==> src/rtl/qubitbytes_alive_if.sv <==
// TinyTapeout user-pin bundle for the ALIVE letter display.
interface qubitbytes_alive_if;
    logic       ena;
    logic [7:0] ui_in;
    logic [7:0] uo_out;
    logic [7:0] uio_in;
    logic [7:0] uio_out;
    logic [7:0] uio_oe;

    modport master (
        output ena, ui_in, uio_in,
        input  uo_out, uio_out, uio_oe
    );

    modport slave (
        input  ena, ui_in, uio_in,
        output uo_out, uio_out, uio_oe
    );
endinterface

==> src/rtl/qubitbytes_alive.sv <==
// Spells "ALIVE" plus one blank slot on the 7-segment output, one letter per
// prescaler period, with a heartbeat on uo_out[7] and the letter index on uio.
module qubitbytes_alive #(
    parameter int BASE_LOG2 = 8
) (
    input  logic              clk,
    input  logic              rst_n,
    qubitbytes_alive_if.slave bus
);
    localparam int CW = BASE_LOG2 + 15;

    logic          pause;
    logic          blank;
    logic          reverse;
    logic [3:0]    speed;
    logic [CW-1:0] count_q;
    logic [CW-1:0] limit;
    logic          step;
    logic [2:0]    index_q;
    logic [2:0]    index_next;
    logic          heartbeat_q;
    logic [6:0]    seg;
    logic          unused_pins;

    assign pause   = bus.ui_in[0];
    assign blank   = bus.ui_in[1];
    assign reverse = bus.ui_in[2];
    assign speed   = bus.ui_in[7:4];

    // ena, uio_in and ui_in[3] carry no function in this block
    assign unused_pins = &{1'b0, bus.ena, bus.uio_in, bus.ui_in[3]};

    // At s = 15 the shift reaches the counter width, wraps to zero, and the
    // subtraction yields all-ones, which is exactly 2^CW - 1.
    assign limit = (CW'(1) << (BASE_LOG2 + int'(speed))) - CW'(1);

    // ">=" rather than "==" so a mid-count speed decrease steps at once.
    assign step = !pause && (count_q >= limit);

    // Forward wraps 5 -> 0, reverse wraps 0 -> 5; the blank slot is index 5.
    always_comb begin
        index_next = index_q;
        if (reverse) begin
            index_next = (index_q == 3'd0) ? 3'd5 : index_q - 3'd1;
        end else begin
            index_next = (index_q == 3'd5) ? 3'd0 : index_q + 3'd1;
        end
    end

    // Prescaler: holds while paused, clears on a step, otherwise counts up.
    always_ff @(posedge clk or negedge rst_n) begin
        if (!rst_n) begin
            count_q <= '0;
        end else if (!pause) begin
            if (step) begin
                count_q <= '0;
            end else begin
                count_q <= count_q + CW'(1);
            end
        end
    end

    // Letter index and heartbeat advance together on every step.
    always_ff @(posedge clk or negedge rst_n) begin
        if (!rst_n) begin
            index_q     <= 3'd0;
            heartbeat_q <= 1'b0;
        end else if (step) begin
            index_q     <= index_next;
            heartbeat_q <= ~heartbeat_q;
        end
    end

    // Glyph decode, segments gfedcba active high; 6 and 7 never occur.
    always_comb begin
        seg = 7'h00;
        case (index_q)
            3'd0:    seg = 7'h77;
            3'd1:    seg = 7'h38;
            3'd2:    seg = 7'h06;
            3'd3:    seg = 7'h3E;
            3'd4:    seg = 7'h79;
            default: seg = 7'h00;
        endcase
    end

    assign bus.uo_out  = {heartbeat_q, blank ? 7'h00 : seg};
    assign bus.uio_out = {5'b00000, index_q};
    assign bus.uio_oe  = 8'b0000_0111;
endmodule

==> src/flat_wrapper.sv <==
// flat-port wrapper written by rule: the top's interface ports become plain ports
module qubitbytes_alive_flat 
#(
    parameter int BASE_LOG2 = 8
)
  (clk, rst_n, bus_ena, bus_ui_in, bus_uio_in, bus_uo_out, bus_uio_out, bus_uio_oe);
  qubitbytes_alive_if bus_i ();
  input  logic clk;
  input  logic rst_n;
  input wire logic [$bits(bus_i.ena)-1:0] bus_ena;
  input wire logic [$bits(bus_i.ui_in)-1:0] bus_ui_in;
  input wire logic [$bits(bus_i.uio_in)-1:0] bus_uio_in;
  output wire logic [$bits(bus_i.uo_out)-1:0] bus_uo_out;
  output wire logic [$bits(bus_i.uio_out)-1:0] bus_uio_out;
  output wire logic [$bits(bus_i.uio_oe)-1:0] bus_uio_oe;
  assign bus_i.ena = bus_ena;
  assign bus_i.ui_in = bus_ui_in;
  assign bus_i.uio_in = bus_uio_in;
  assign bus_uo_out = bus_i.uo_out;
  assign bus_uio_out = bus_i.uio_out;
  assign bus_uio_oe = bus_i.uio_oe;
  qubitbytes_alive #(.BASE_LOG2(BASE_LOG2)) u_core (.clk(clk), .rst_n(rst_n), .bus(bus_i));
endmodule
==> config.mk <==
export PLATFORM = sky130hd
export DESIGN_NAME = qubitbytes_alive_flat
export DESIGN_NICKNAME = d
export VERILOG_FILES = /design/src/rtl/qubitbytes_alive_if.sv /design/src/rtl/qubitbytes_alive.sv /design/src/flat_wrapper.sv
export SDC_FILE = /design/constraint.sdc
export NUM_CORES = 1
export LEC_CHECK = 0
export ABC_AREA = 1
export BUFFER_PORTS_ARGS = -buffer_cell sky130_fd_sc_hd__buf_4
export CELL_PAD_IN_SITES_DETAIL_PLACEMENT = 0
export CELL_PAD_IN_SITES_GLOBAL_PLACEMENT = 1
export CORE_MARGIN = 5
export CORE_UTILIZATION = 37
export DETAILED_ROUTE_END_ITERATION = 16
export PLACE_DENSITY_LB_ADDON = 0.08
export SLEW_MARGIN = 20
export SYNTH_ARGS = -nofsm -noshare
export SYNTH_HDL_FRONTEND = slang
export SYNTH_SLANG_ARGS = --single-unit
==> constraint.sdc <==
create_clock -name clk -period 1.6 [get_ports clk]
set_input_delay 0 -clock clk [delete_from_list [all_inputs] [get_ports clk]]
set_output_delay 0 -clock clk [all_outputs]
set_load 0.02 [all_outputs]
After elaboration in Yosys (flattened, before gate mapping)
Cells that the tools add are included.
- flip-flop bits (word level): 27
- latch bits: 0
- RAM bits: 0
- bits in read-only memories: 0
- output and inout bits: 24
- word-level logic and storage cells: 25
- memories: 0
- add/subtract/negate cells: 5
- multipliers: 0
- divide/modulo/power cells: 0
- $lt $le $gt $ge: 1
- equal/unequal tests: 5
- shift operators: 1
- multiplexer cells: 6
- bitwise operators: 1
- reduce and logical (&&, ||, !) cells: 3
- operators by type and width (operator ; count):
    7-bit case mux with 5 select lines ; 1
    1-bit by 32-bit left shift with 23-bit output (first input constant) ; 1
    23-bit by 1-bit adder with 23-bit output (second input constant) ; 1
    23-bit greater-or-equal comparator ; 1
    23-bit 2-to-1 mux ; 1
    23-bit by 2-bit subtractor with 23-bit output (second input constant) ; 1
    3-bit 2-to-1 mux ; 3
    7-bit 2-to-1 mux ; 1
    3-bit by 2-bit == test with 1-bit output (second input constant) ; 2
    3-bit == test (second input constant) ; 2
    4-bit by 4-bit adder with 5-bit output (first input constant) ; 1
    3-bit by 1-bit adder with 3-bit output (second input constant) ; 1
    3-bit by 1-bit == test with 1-bit output (second input constant) ; 1
    3-bit logical NOT ; 1
    3-bit by 1-bit subtractor with 3-bit output (second input constant) ; 1
    1-bit logical AND ; 1
    1-bit logical NOT ; 1
    1-bit NOT ; 1

Longest topological paths before layout
Gate-level depths: netlist of run 1.
- depth after elaboration: 6
- mapped depth: 16
- gate-level depth less buffers: 15

Worst setup path before layout of run 1
No wires, ideal clock.
- path type: register -> output
- start point: register u_core.index_q[0]
- end point: output bus_uo_out[2]
- arrival: 2.176 ns
- required time: 1.600 ns
- setup slack: -0.576 ns
- cell stages (with the launch flop): 8
- cells stage by stage: dfrtp_1 nand2_1 inv_1 nor3_1 o21a_1 nand2_1 o21ai_0 buf_4
- word-level cells in the longest chain between the ends: 3
- elaborated cells between the ends (all ways): 7
- classes of those cells: 4 x eq/ne; 2 x mux; 1 x reduce/logical
- ends and longest elaborated chain (what ; line ; source):
    from (decl) ; qubitbytes_alive.sv:19 ; logic [2:0] index_q;
    from (signal assigned) ; qubitbytes_alive.sv:69 ; index_q <= index_next;
    3-bit == test, or another cell as far along ; qubitbytes_alive.sv:77 ; case (index_q)
    7-bit case mux with 5 select lines * ; qubitbytes_alive.sv:77 ;
    7-bit 2-to-1 mux * ; qubitbytes_alive.sv:87 ; assign bus.uo_out = {heartbeat_q, blank ? 7'h00 : seg};
    to (decl) ; flat_wrapper.sv:13 ; output wire logic [$bits(bus_i.uo_out)-1:0] bus_uo_out;
Mark *: on every way between the ends. The rest lies on a longest branch, timed or not.

Worst setup path in the final report of run 1
- start point: register u_core.count_q[18]
- end point: register u_core.count_q[11]
- word-level cells in the longest chain between the ends: 3
- ends and longest elaborated chain (what ; line ; source):
    from (decl) ; qubitbytes_alive.sv:16 ; logic [CW-1:0] count_q;
    from (signal assigned) ; qubitbytes_alive.sv:58 ; count_q <= count_q + CW'(1);
    23-bit greater-or-equal comparator ; qubitbytes_alive.sv:38 ; assign step = !pause && (count_q >= limit);
    1-bit logical AND ; qubitbytes_alive.sv:38 ;
    23-bit 2-to-1 mux ; qubitbytes_alive.sv:55 ; if (step) begin
No other way between the ends.
A chain may end at the register's enable or synchronous reset.

==> results of run 1 <==
[state kept, by name (all words and copies together), names as in the netlist]
| signal | count |
|---|---|
| u_core.heartbeat_q | 1 |
| u_core.count_q | 23 |
| u_core.index_q | 3 |
[power groups by stage]
stage	logic, W	registers (W)	clock network, W
2_1_floorplan	0.00101	0.00100	0
3_3_place_gp	0.00158	0.000967	0
6_report	0.00185	0.000980	0.000411
5_1_grt	0.00205	0.00100	0.000458
4_1_cts	0.00168	0.000958	0.000414
3_5_place_dp	0.00158	0.000959	0
[per-layer routing]
layer | vias up | wire (um)
met1 | 1146 | 3370
met3 | 10 | 173
met2 | 29 | 3703
met4 | 0 | 111
met5 | - | 0
li1 | 1330 | -
[cell usage in the layout, fill, tap and decap left out, types with 5 or more instances in the layout]
master,count
nand2_4,6
buf_4,64
inv_1,41
nand3_1,14
ha_1,8
nand2_1,76
buf_6,5
inv_2,11
a21oi_1,16
nand3_2,5
o21ai_0,13
conb_1,20
nand4_1,10
ha_4,17
nor2_2,9
dfrtp_1,23
a21oi_2,12
nand2_2,18
nor2_1,26
nor2_4,8
[worst max path at each step]
stage                                   from                 end  slack, ns  cells after the start
after floorplan            u_core.index_q[0]       bus_uo_out[2]     -0.009                      7
after global placement          bus_ui_in[5]   u_core.count_q[1]      -0.28                     14
after detailed placement        bus_ui_in[5]   u_core.count_q[1]      -0.29                     14
after CTS                 u_core.count_q[15]  u_core.count_q[21]      -0.16                     10
after global routing      u_core.count_q[18]   u_core.index_q[1]      -0.26                     10
final                     u_core.count_q[18]  u_core.count_q[11]      -0.17                      9
[cell usage after synthesis, types with 2 or more instances]
master,instances,area (um2)
inv_1,47,176.4
nor2_1,34,127.6
nand4_1,10,62.56
and2_1,2,12.51
o22ai_1,4,25.02
buf_4,17,127.6
nor2_2,6,37.54
xor2_1,3,26.28
nor3_1,5,25.02
dfrtp_1,27,675.7
inv_2,5,18.77
nor2_4,3,33.78
o21ai_0,14,70.07
nand3_1,19,95.09
nor3_2,2,20.02
nand3_2,2,20.02
a21o_1,2,15.01
a21oi_1,18,90.09
ha_1,26,325.3
nand2_1,92,345.3
a21oi_2,11,96.34
o21ai_1,2,10.01
clkbuf_1,3,11.26
buf_6,4,45.04
nand2_2,7,43.79
buf_2,2,10.01
conb_1,2,7.510
[critical path: cells and delay by family, from the launching register on]
family	cells	cell delay [ns]
fa+ha+maj	1	0.30
compound gates	1	0.06
buf+inv	2	0.26
flops	1	0.43
simple gates	5	0.60
[stage by stage]
stage | cells | power, W | setup WS [ns] | hold WS, ns | util
detailed placement | 527 | 0.002538 | -0.2942 | -0.05225 | 0.4596
global placement | 527 | 0.002543 | -0.2813 | -0.05506 | 0.4596
CTS | 534 | 0.003053 | -0.1626 | 0.03968 | 0.4925
global route | 543 | 0.003511 | -0.2632 | 0.02890 | 0.5377
finish | 543 | 0.003243 | -0.1677 | 0.03111 | 0.5377
floorplan | 397 | 0.002008 | -0.009408 | -0.2956 | -
[final cells by class]
class / instances / area, um2 / area share
tap: 96 / 120.1 / 0.03252
inverter: 53 / 198.9 / 0.05386
sequential: 27 / 680.7 / 0.1843
clock buffer: 4 / 45.04 / 0.01220
multi-input combinational: 291 / 2057 / 0.5569
timing repair buffer: 72 / 591.8 / 0.1602
[timing repair]
| item | in CTS | in global routing |
|---|---|---|
| pin swaps | 12 | 32 |
| buffers inserted | 2 | 9 |
| setup endpoints to repair | 27 | 29 |
| hold endpoints to repair | 27 | 0 |
| hold buffers | 1 | 0 |
| resized for setup | 29 | 45 |
| gates cloned | 0 | 1 |
[kinds of logic (layout without fill, tap and decap cells)]
logic type	count (synthesis)	after routing
and+or+nand+nor	186	186
buffers and inverters	79	129
AOI/OAI and AO/OA	55	55
DFF	27	27
adders and majority gates	26	26
xor gates and xnor gates	4	4
other	2	20
==> flow_metrics.tcl, run 1 <==
set metrics [dict create \
    status "finished with violations" \
    violations "setup timing" \
    grt_util_all_layers 0.1666 \
    drt_iter0_markers 112 \
    syn-mean-instance-area_um2 6.995 \
    r2r_slack_ns -0.17 \
    port_buffers 19 \
    crit_fanout 8 \
    synth_seq_cells 27 \
    slew_viol_final 0 \
    die_y_um 94.65 \
    p_switching_w 0.001446 \
    worstReg2RegEnd "u_core.count_q[11]" \
    antenna-diode-count 0 \
    synth_seq_area_share 0.2548 \
    cp.arrival_ns 1.93 \
    synth_top_family_by_area "simple AND/OR/NAND/NOR gates" \
    cts_tree "done" \
    final_antenna_net_count 0 \
    rsz0062_at_grt "true" \
    synth-edff-count 0 \
    required_ns 1.77 \
    startpoint_type "flop" \
    antenna_found_initial 0 \
    p_leak_nw 1.829 \
    p_clk_frac 0.127 \
    drc 0 \
    ios 43 \
    cts_root_buffer "clkbuf_8" \
    fmax_ghz 0.5657 \
    dpl-instance-area_um2 3157 \
    clkTransAtPathRegs_ns 0.10 \
    dieArea_um2 8959 \
    setup_violations 26 \
    final.setup.worst_slack_ns -0.1677 \
    grt_max_degree 28 \
    grt_overflow 0 \
    grt_pass1_wl_um 11670 \
    finalInstanceArea_um2 3694 \
    synthFlopType "dfrtp_1" \
    vias 2515 \
    num-fill-cells 697 \
    synthCells 379 \
    use_met3 0.01833 \
    tns_ns -3.805 \
    synth.distinct_cells 37 \
    cap_violations 0 \
    finalWirelength_um 7358 \
    criticalPathCategory "flop to flop" \
    p_int_w 0.001797 \
    synthAdderAreaFrac 0.1227 \
    critPathMaxStageDelay_ns 0.43 \
    muxShareOfSynthArea 0 \
    async_flop_share 1.000 \
    seqPwrFrac 0.302 \
    grt_busiest_layer "met2" \
    viasPerCell 4.632 \
    fin_skew_ns 0.005402 \
    hp-start "bus_ui_in[0]" \
    min_path_type "input pin to flop" \
    dp_hpwl_um 5833 \
    synth_warnings 0 \
    synthSimpleGateAreaFrac 0.3313 \
    finalCriticalPeriod_ns 1.768 \
    slowest_stage "dfrtp_1" \
    pwr-share-comb 0.571 \
    path_cells "ha_4 > nand2_4 > inv_2 > nand4_1 > nor2_2 > nor2_4 > nand3_4 > clkbuf_16 > a21oi_1" \
    num-nets-final 493 \
    rr_worst_depth 9 \
    initial_core_util 0.3860 \
    fp.dieW_um 94.65 \
    synthXorXnorAreaFrac 0.01321 \
    synth_compound_area_frac 0.1269 \
    place.gp.congestion 0.8513 \
    cts_made_buffers 3 \
    p_per_area_nw_per_um2 878.1 \
    finalCritPeriodShare 1.105 \
    clock_sinks 27 \
    grt_pass1_vias 2434 \
    row_count 30 \
    clock_latency_ns 0.28 \
    cts_max_level 1 \
    met2_usage 0.3048 \
    rr_startpoint "u_core.count_q[18]" \
    drt-pass1-iter-count 4 \
    synth.cell_area_um2 2651 \
    globalRouteMet1Util 0.2132 \
    coreArea_um2 6869 \
    holdPathStages 3 \
    layout-drive-gt1-share 0.4027 \
    finalHoldViolCount 0 \
    vdd_drop_max_v 0.0006339 \
    cts_max_path_buffers 2 \
    sw_frac_of_total 0.4460 \
    post_drt_wl_per_cell_um 13.55 \
    area_growth_syn_to_layout_pct 39.31 \
    crit_path_end_kind "flop" \
    worstHoldEndpoint "u_core.count_q[1]" \
]
Power figures use the tool's default switching activity.
==> inputs of run 2 (changes only) <==
--- a/config.mk
+++ b/config.mk
@@ -6,13 +6,14 @@
 export NUM_CORES = 1
 export LEC_CHECK = 0
 export ABC_AREA = 1
-export BUFFER_PORTS_ARGS = -buffer_cell sky130_fd_sc_hd__buf_4
 export CELL_PAD_IN_SITES_DETAIL_PLACEMENT = 0
 export CELL_PAD_IN_SITES_GLOBAL_PLACEMENT = 1
 export CORE_MARGIN = 5
-export CORE_UTILIZATION = 37
+export CORE_UTILIZATION = 42
 export DETAILED_ROUTE_END_ITERATION = 16
-export PLACE_DENSITY_LB_ADDON = 0.08
+export DONT_BUFFER_PORTS = 1
+export HOLD_SLACK_MARGIN = 0.15
+export PLACE_DENSITY_LB_ADDON = 0.1
 export SLEW_MARGIN = 20
 export SYNTH_ARGS = -nofsm -noshare
 export SYNTH_HDL_FRONTEND = slang
==> flow_metrics.tcl, run 2 (same netlist as run 1, synthesis figures left out) <==
set metrics [dict create \
    p_switching_w 0.001424 \
    regMostFlops "u_core.count_q" \
    met2_usage 0.2914 \
    vias 2546 \
    min_path_type "input pin to flop" \
    final_antenna_net_count 0 \
    fmax_ghz 0.5655 \
    pwr-share-comb 0.561 \
    largest_reg_flops 23 \
    cts_root_buffer "clkbuf_8" \
    sw_frac_of_total 0.4428 \
    place.gp.congestion 0.8367 \
    total_power_w 0.003217 \
    port_buffers 0 \
    seqPwrFrac 0.316 \
    cap_violations 0 \
    p_int_w 0.001792 \
    clkTransAtPathRegs_ns 0.10 \
    rsz0062_at_grt "true" \
    num-fill-cells 615 \
    cp.arrival_ns 1.92 \
    grt_util_all_layers 0.1846 \
    dp_cells 492 \
    status "finished with violations" \
    dieArea_um2 8001 \
    grt_pass1_vias 2367 \
    die_y_um 89.45 \
    vdd_drop_max_v 0.0007566 \
    p_clk_frac 0.123 \
    finalInstanceArea_um2 3570 \
    grt_max_degree 25 \
    grt_overflow 0 \
    fin_cells 515 \
    rr_worst_depth 11 \
    required_ns 1.76 \
    grt_pass1_wl_um 11360 \
    final.setup.worst_slack_ns -0.1685 \
    top_regs "u_core.count_q: 23 flops, u_core.index_q: 3 flops, u_core.heartbeat_q: 1 flops" \
    antenna-diode-count 0 \
    coreArea_um2 6241 \
    p_leak_nw 1.774 \
    fin_skew_ns 0.004526 \
    max_slew.worst_pin.slew_ns 0.6811 \
    post_drt_wl_per_cell_um 14.01 \
    layout_commonest_cell "nand2_1" \
    criticalPathCategory "flop to flop" \
    drt-pass1-iter-count 4 \
    crit_fanout 6 \
    grt_busiest_layer "met2" \
    cts_tree "done" \
    holdPathStages 4 \
    dp_hpwl_um 5567 \
    drt_iter0_markers 102 \
    place_ws_ns -0.1877 \
    row_count 29 \
    finalCriticalPeriod_ns 1.768 \
    viasPerCell 4.944 \
    cts_max_path_buffers 2 \
    antenna_found_initial 0 \
    slew_headroom 0.5444 \
    ios 43 \
    layout-drive-gt1-share 0.3562 \
    drc 0 \
    clock_latency_ns 0.27 \
    dpl-instance-area_um2 3013 \
    globalRouteMet1Util 0.2678 \
    tns_ns -3.723 \
    num-nets-final 484 \
    cts_max_level 1 \
    finalCritPeriodShare 1.105 \
    finalHoldViolCount 0 \
    initial_core_util 0.4248 \
    final_cell_mix "nand2_1 (83), buf_4 (47), inv_1 (42), nor2_1 (26), dfrtp_1 (21)" \
    p_per_area_nw_per_um2 901.2 \
    crit_path_end_kind "flop" \
    setup_violations 26 \
    finalWirelength_um 7214 \
    use_met3 0.02949 \
    slew_viol_final 0 \
    fp.dieW_um 89.45 \
    clock_sinks 27 \
    startpoint_type "flop" \
    area_growth_syn_to_layout_pct 34.64 \
    violations "setup timing" \
    cts_made_buffers 3 \
]
==> run 2: worst paths after layout <==
kind	from	to	slack, ns
max	u_core.count_q[19]	u_core.count_q[11]	-0.17
min	bus_ui_in[0]	u_core.index_q[1]	0.17
max reg2reg	u_core.count_q[19]	u_core.count_q[11]	-0.17
min reg2reg	u_core.index_q[2]	u_core.index_q[2]	0.56
max in group asynchronous	rst_n	u_core.count_q[20]	0.23
min in group asynchronous	rst_n	u_core.count_q[6]	0.89
==> run 2: stage by stage <==
stage / utilization / hold slack, ns
after floorplan: - / -0.2956
after global placement: 0.4828 / -0.2943
after detailed placement: 0.4828 / -0.2944
after CTS: 0.5413 / 0.1652
after global routing: 0.5720 / 0.1703
final: 0.5720 / 0.1734
==> run 2: power groups by stage <==
stage	registers (W)	clock network, W	logic [W]
2_1_floorplan	0.00100	0	0.00101
3_3_place_gp	0.000988	0	0.00140
3_5_place_dp	0.000982	0	0.00143
4_1_cts	0.000982	0.000412	0.00165
5_1_grt	0.00103	0.000450	0.00201
6_report	0.00101	0.000397	0.00180
==> run 2: cell type report <==
cell class / count / area, um2 / share of cell area
Multi-Input combinational cell: 291 / 1986 / 0.5563
Sequential cell: 27 / 683.2 / 0.1914
Timing Repair Buffer: 63 / 556.8 / 0.1560
Inverter: 53 / 201.4 / 0.05643
Tap cell: 77 / 96.34 / 0.02699
Clock buffer: 3 / 41.29 / 0.01157
Clock inverter: 1 / 5.005 / 0.001402
==> run 2: per-layer routing <==
metal | vias up | part of all wire
met3 | 6 | 0.037
met1 | 1183 | 0.49
met4 | 0 | 0.014
li1 | 1306 | -
met2 | 51 | 0.46
met5 | - | 0
==> run 2: timing repair <==
action                                  4_1_cts  5_1_grt
hold buffers                                  9        0
resized for setup                            31       32
endpoints found under the setup margin       29       29
setup buffers                                 4        5
hold endpoints to repair                     45        0
gates cloned                                  2        0
pin swaps                                    24       26
==> run 2: critical path, cell delays in order, from the launching register on <==
cell	delay, ns
dfrtp_1	0.43
ha_1	0.31
nand2_1	0.07
inv_1	0.05
nand2_1	0.05
nor2_1	0.07
nand2_1	0.06
nor2_2	0.13
nor2_4	0.06
nand3_4	0.17
buf_4	0.18
a21oi_1	0.06
==> inputs of run 3 (changes only) <==
--- a/config.mk
+++ b/config.mk
@@ -14,6 +14,7 @@
 export DONT_BUFFER_PORTS = 1
 export HOLD_SLACK_MARGIN = 0.15
 export PLACE_DENSITY_LB_ADDON = 0.1
+export REMOVE_ABC_BUFFERS = 1
 export SLEW_MARGIN = 20
 export SYNTH_ARGS = -nofsm -noshare
 export SYNTH_HDL_FRONTEND = slang
==> flow_metrics.tcl, run 3 (same netlist as run 1, synthesis figures left out) <==
set metrics [dict create \
    hp-start "bus_ui_in[0]" \
    multi_input_area_um2 1892 \
    num-nets-final 498 \
    vdd_drop_max_v 0.0006765 \
    criticalPathCategory "flop to flop" \
    crit_fanout 8 \
    clkTransAtPathRegs_ns 0.10 \
    cts_made_buffers 3 \
    worstReg2RegEnd "u_core.count_q[18]" \
    violations "setup timing" \
    min_path_type "input pin to flop" \
    drt_iter0_markers 55 \
    r2r_slack_ns -0.14 \
    cts_root_buffer "clkbuf_8" \
    row_count 29 \
    cap_violations 0 \
    clock_latency_ns 0.27 \
    die_y_um 89.45 \
    coreArea_um2 6241 \
    cts_tree "done" \
    regMostFlops "u_core.count_q" \
    critPathLaunch "u_core.count_q[17]" \
    required_ns 1.80 \
    post_drt_wl_per_cell_um 12.97 \
    path_cells "ha_1 > nand2_2 > inv_2 > nand2_1 > nand2_1 > nand2_1 > nand2_2 > nor2_4 > nand3_4 > buf_8 > a21oi_4" \
    critPathMaxStageDelay_ns 0.41 \
    cts_max_level 1 \
    fin_skew_ns 0.003155 \
    grt_max_degree 24 \
    finalCriticalPeriod_ns 1.738 \
    finalWirelength_um 6861 \
    final_cell_mix "nand2_1 (79), buf_4 (66), inv_1 (42), nor2_1 (27), dfrtp_1 (25)" \
    dpl-instance-area_um2 2997 \
    grt_pass1_vias 2424 \
    top_regs "u_core.count_q: 23 flops, u_core.index_q: 3 flops, u_core.heartbeat_q: 1 flops" \
    num-fill-cells 613 \
    layout-drive-gt1-share 0.3562 \
    area_growth_syn_to_layout_pct 33.70 \
    slowest_stage "dfrtp_1" \
    dp_hpwl_um 5257 \
    place.gp.congestion 0.8714 \
    final.setup.worst_slack_ns -0.1378 \
    p_leak_nw 1.824 \
    dp_cells 498 \
    p_per_area_nw_per_um2 875.9 \
    drt-pass1-iter-count 4 \
    rsz0062_at_grt "true" \
    layout_commonest_cell "nand2_1" \
    worstHoldEndpoint "u_core.count_q[13]" \
    slew_viol_final 0 \
    grt_util_all_layers 0.1817 \
    finalHoldViolCount 0 \
    finalInstanceArea_um2 3545 \
    startpoint_type "flop" \
    grt_overflow 0 \
    port_buffers 0 \
    final_antenna_net_count 0 \
    ios 43 \
    clock_sinks 27 \
    dieArea_um2 8001 \
    viasPerCell 4.777 \
    cts_max_path_buffers 2 \
    grt_pass1_wl_um 11300 \
    holdPathStages 4 \
    crit_path_end_kind "flop" \
    crit_top_cell "nand2_1" \
    fin_util 0.5680 \
    fmax_ghz 0.5754 \
    cp.arrival_ns 1.94 \
    whs_ns 0.1368 \
    finalCritPeriodShare 1.086 \
    status "finished with violations" \
    rr_startpoint "u_core.count_q[17]" \
    vias 2527 \
    rr_worst_depth 11 \
    largest_reg_flops 23 \
    regArea_um2 678.2 \
    fp.dieW_um 89.45 \
    antenna_found_initial 0 \
    fin_cells 529 \
    drc 0 \
    initial_core_util 0.4248 \
    setup_violations 27 \
    antenna-diode-count 0 \
]
[run 3: area by class of cell]
type,instances,share of cell area
multi-input cells,291,0.5337
flip-flops and latches,27,0.1913
repair buffers,77,0.1790
inverters,53,0.05612
well taps,77,0.02718
clock buffers,4,0.01271
[run 3: worst max path at each step]
stage	end	cells past startpoint
finish	u_core.count_q[18]	11
global route	u_core.heartbeat_q	12
CTS	u_core.count_q[18]	11
detailed placement	u_core.count_q[9]	9
global placement	u_core.count_q[8]	9
floorplan	bus_uo_out[1]	6
[run 3: critical path, delay by kind of cell, from the launching register on]
| kind | cells | cell delay [ns] |
|---|---|---|
| AO/OA/AOI/OAI | 1 | 0.15 |
| adder cells (fa/ha/maj) | 1 | 0.32 |
| buffers and inverters | 2 | 0.21 |
| flip-flops | 1 | 0.41 |
| AND/OR/NAND/NOR | 7 | 0.57 |
[run 3: per-stage QoR]
step	worst slack [ns]	TNS [ns]	power [W]
finish	-0.1378	-2.750	0.003105
global placement	-0.2185	-4.426	0.002356
detailed placement	-0.2309	-4.451	0.002358
floorplan	-0.8461	-3.954	0.001836
global route	-0.2469	-5.810	0.003357
CTS	-0.1230	-2.615	0.002943
[run 3: per-layer routing]
layer	share of wire	GRT usage
met2	0.49	0.3101
met4	0.0076	0.04060
met5	0	0
met3	0.018	0.01106
met1	0.48	0.2522
[run 3: what timing repair did]
action	CTS	global route
hold buffers	7	1
pin swaps	10	25
hold endpoints to repair	43	9
buffers inserted	9	10
resized for setup	22	36
setup endpoints to repair	29	34
[run 3: power breakdown]
group | switching (W) | internal (W) | total, W
registers | 0.000169 | 0.000807 | 0.000976
clock network | 0.000223 | 0.000179 | 0.000402
logic | 0.000956 | 0.000771 | 0.00173
total | 0.00135 | 0.00176 | 0.00310
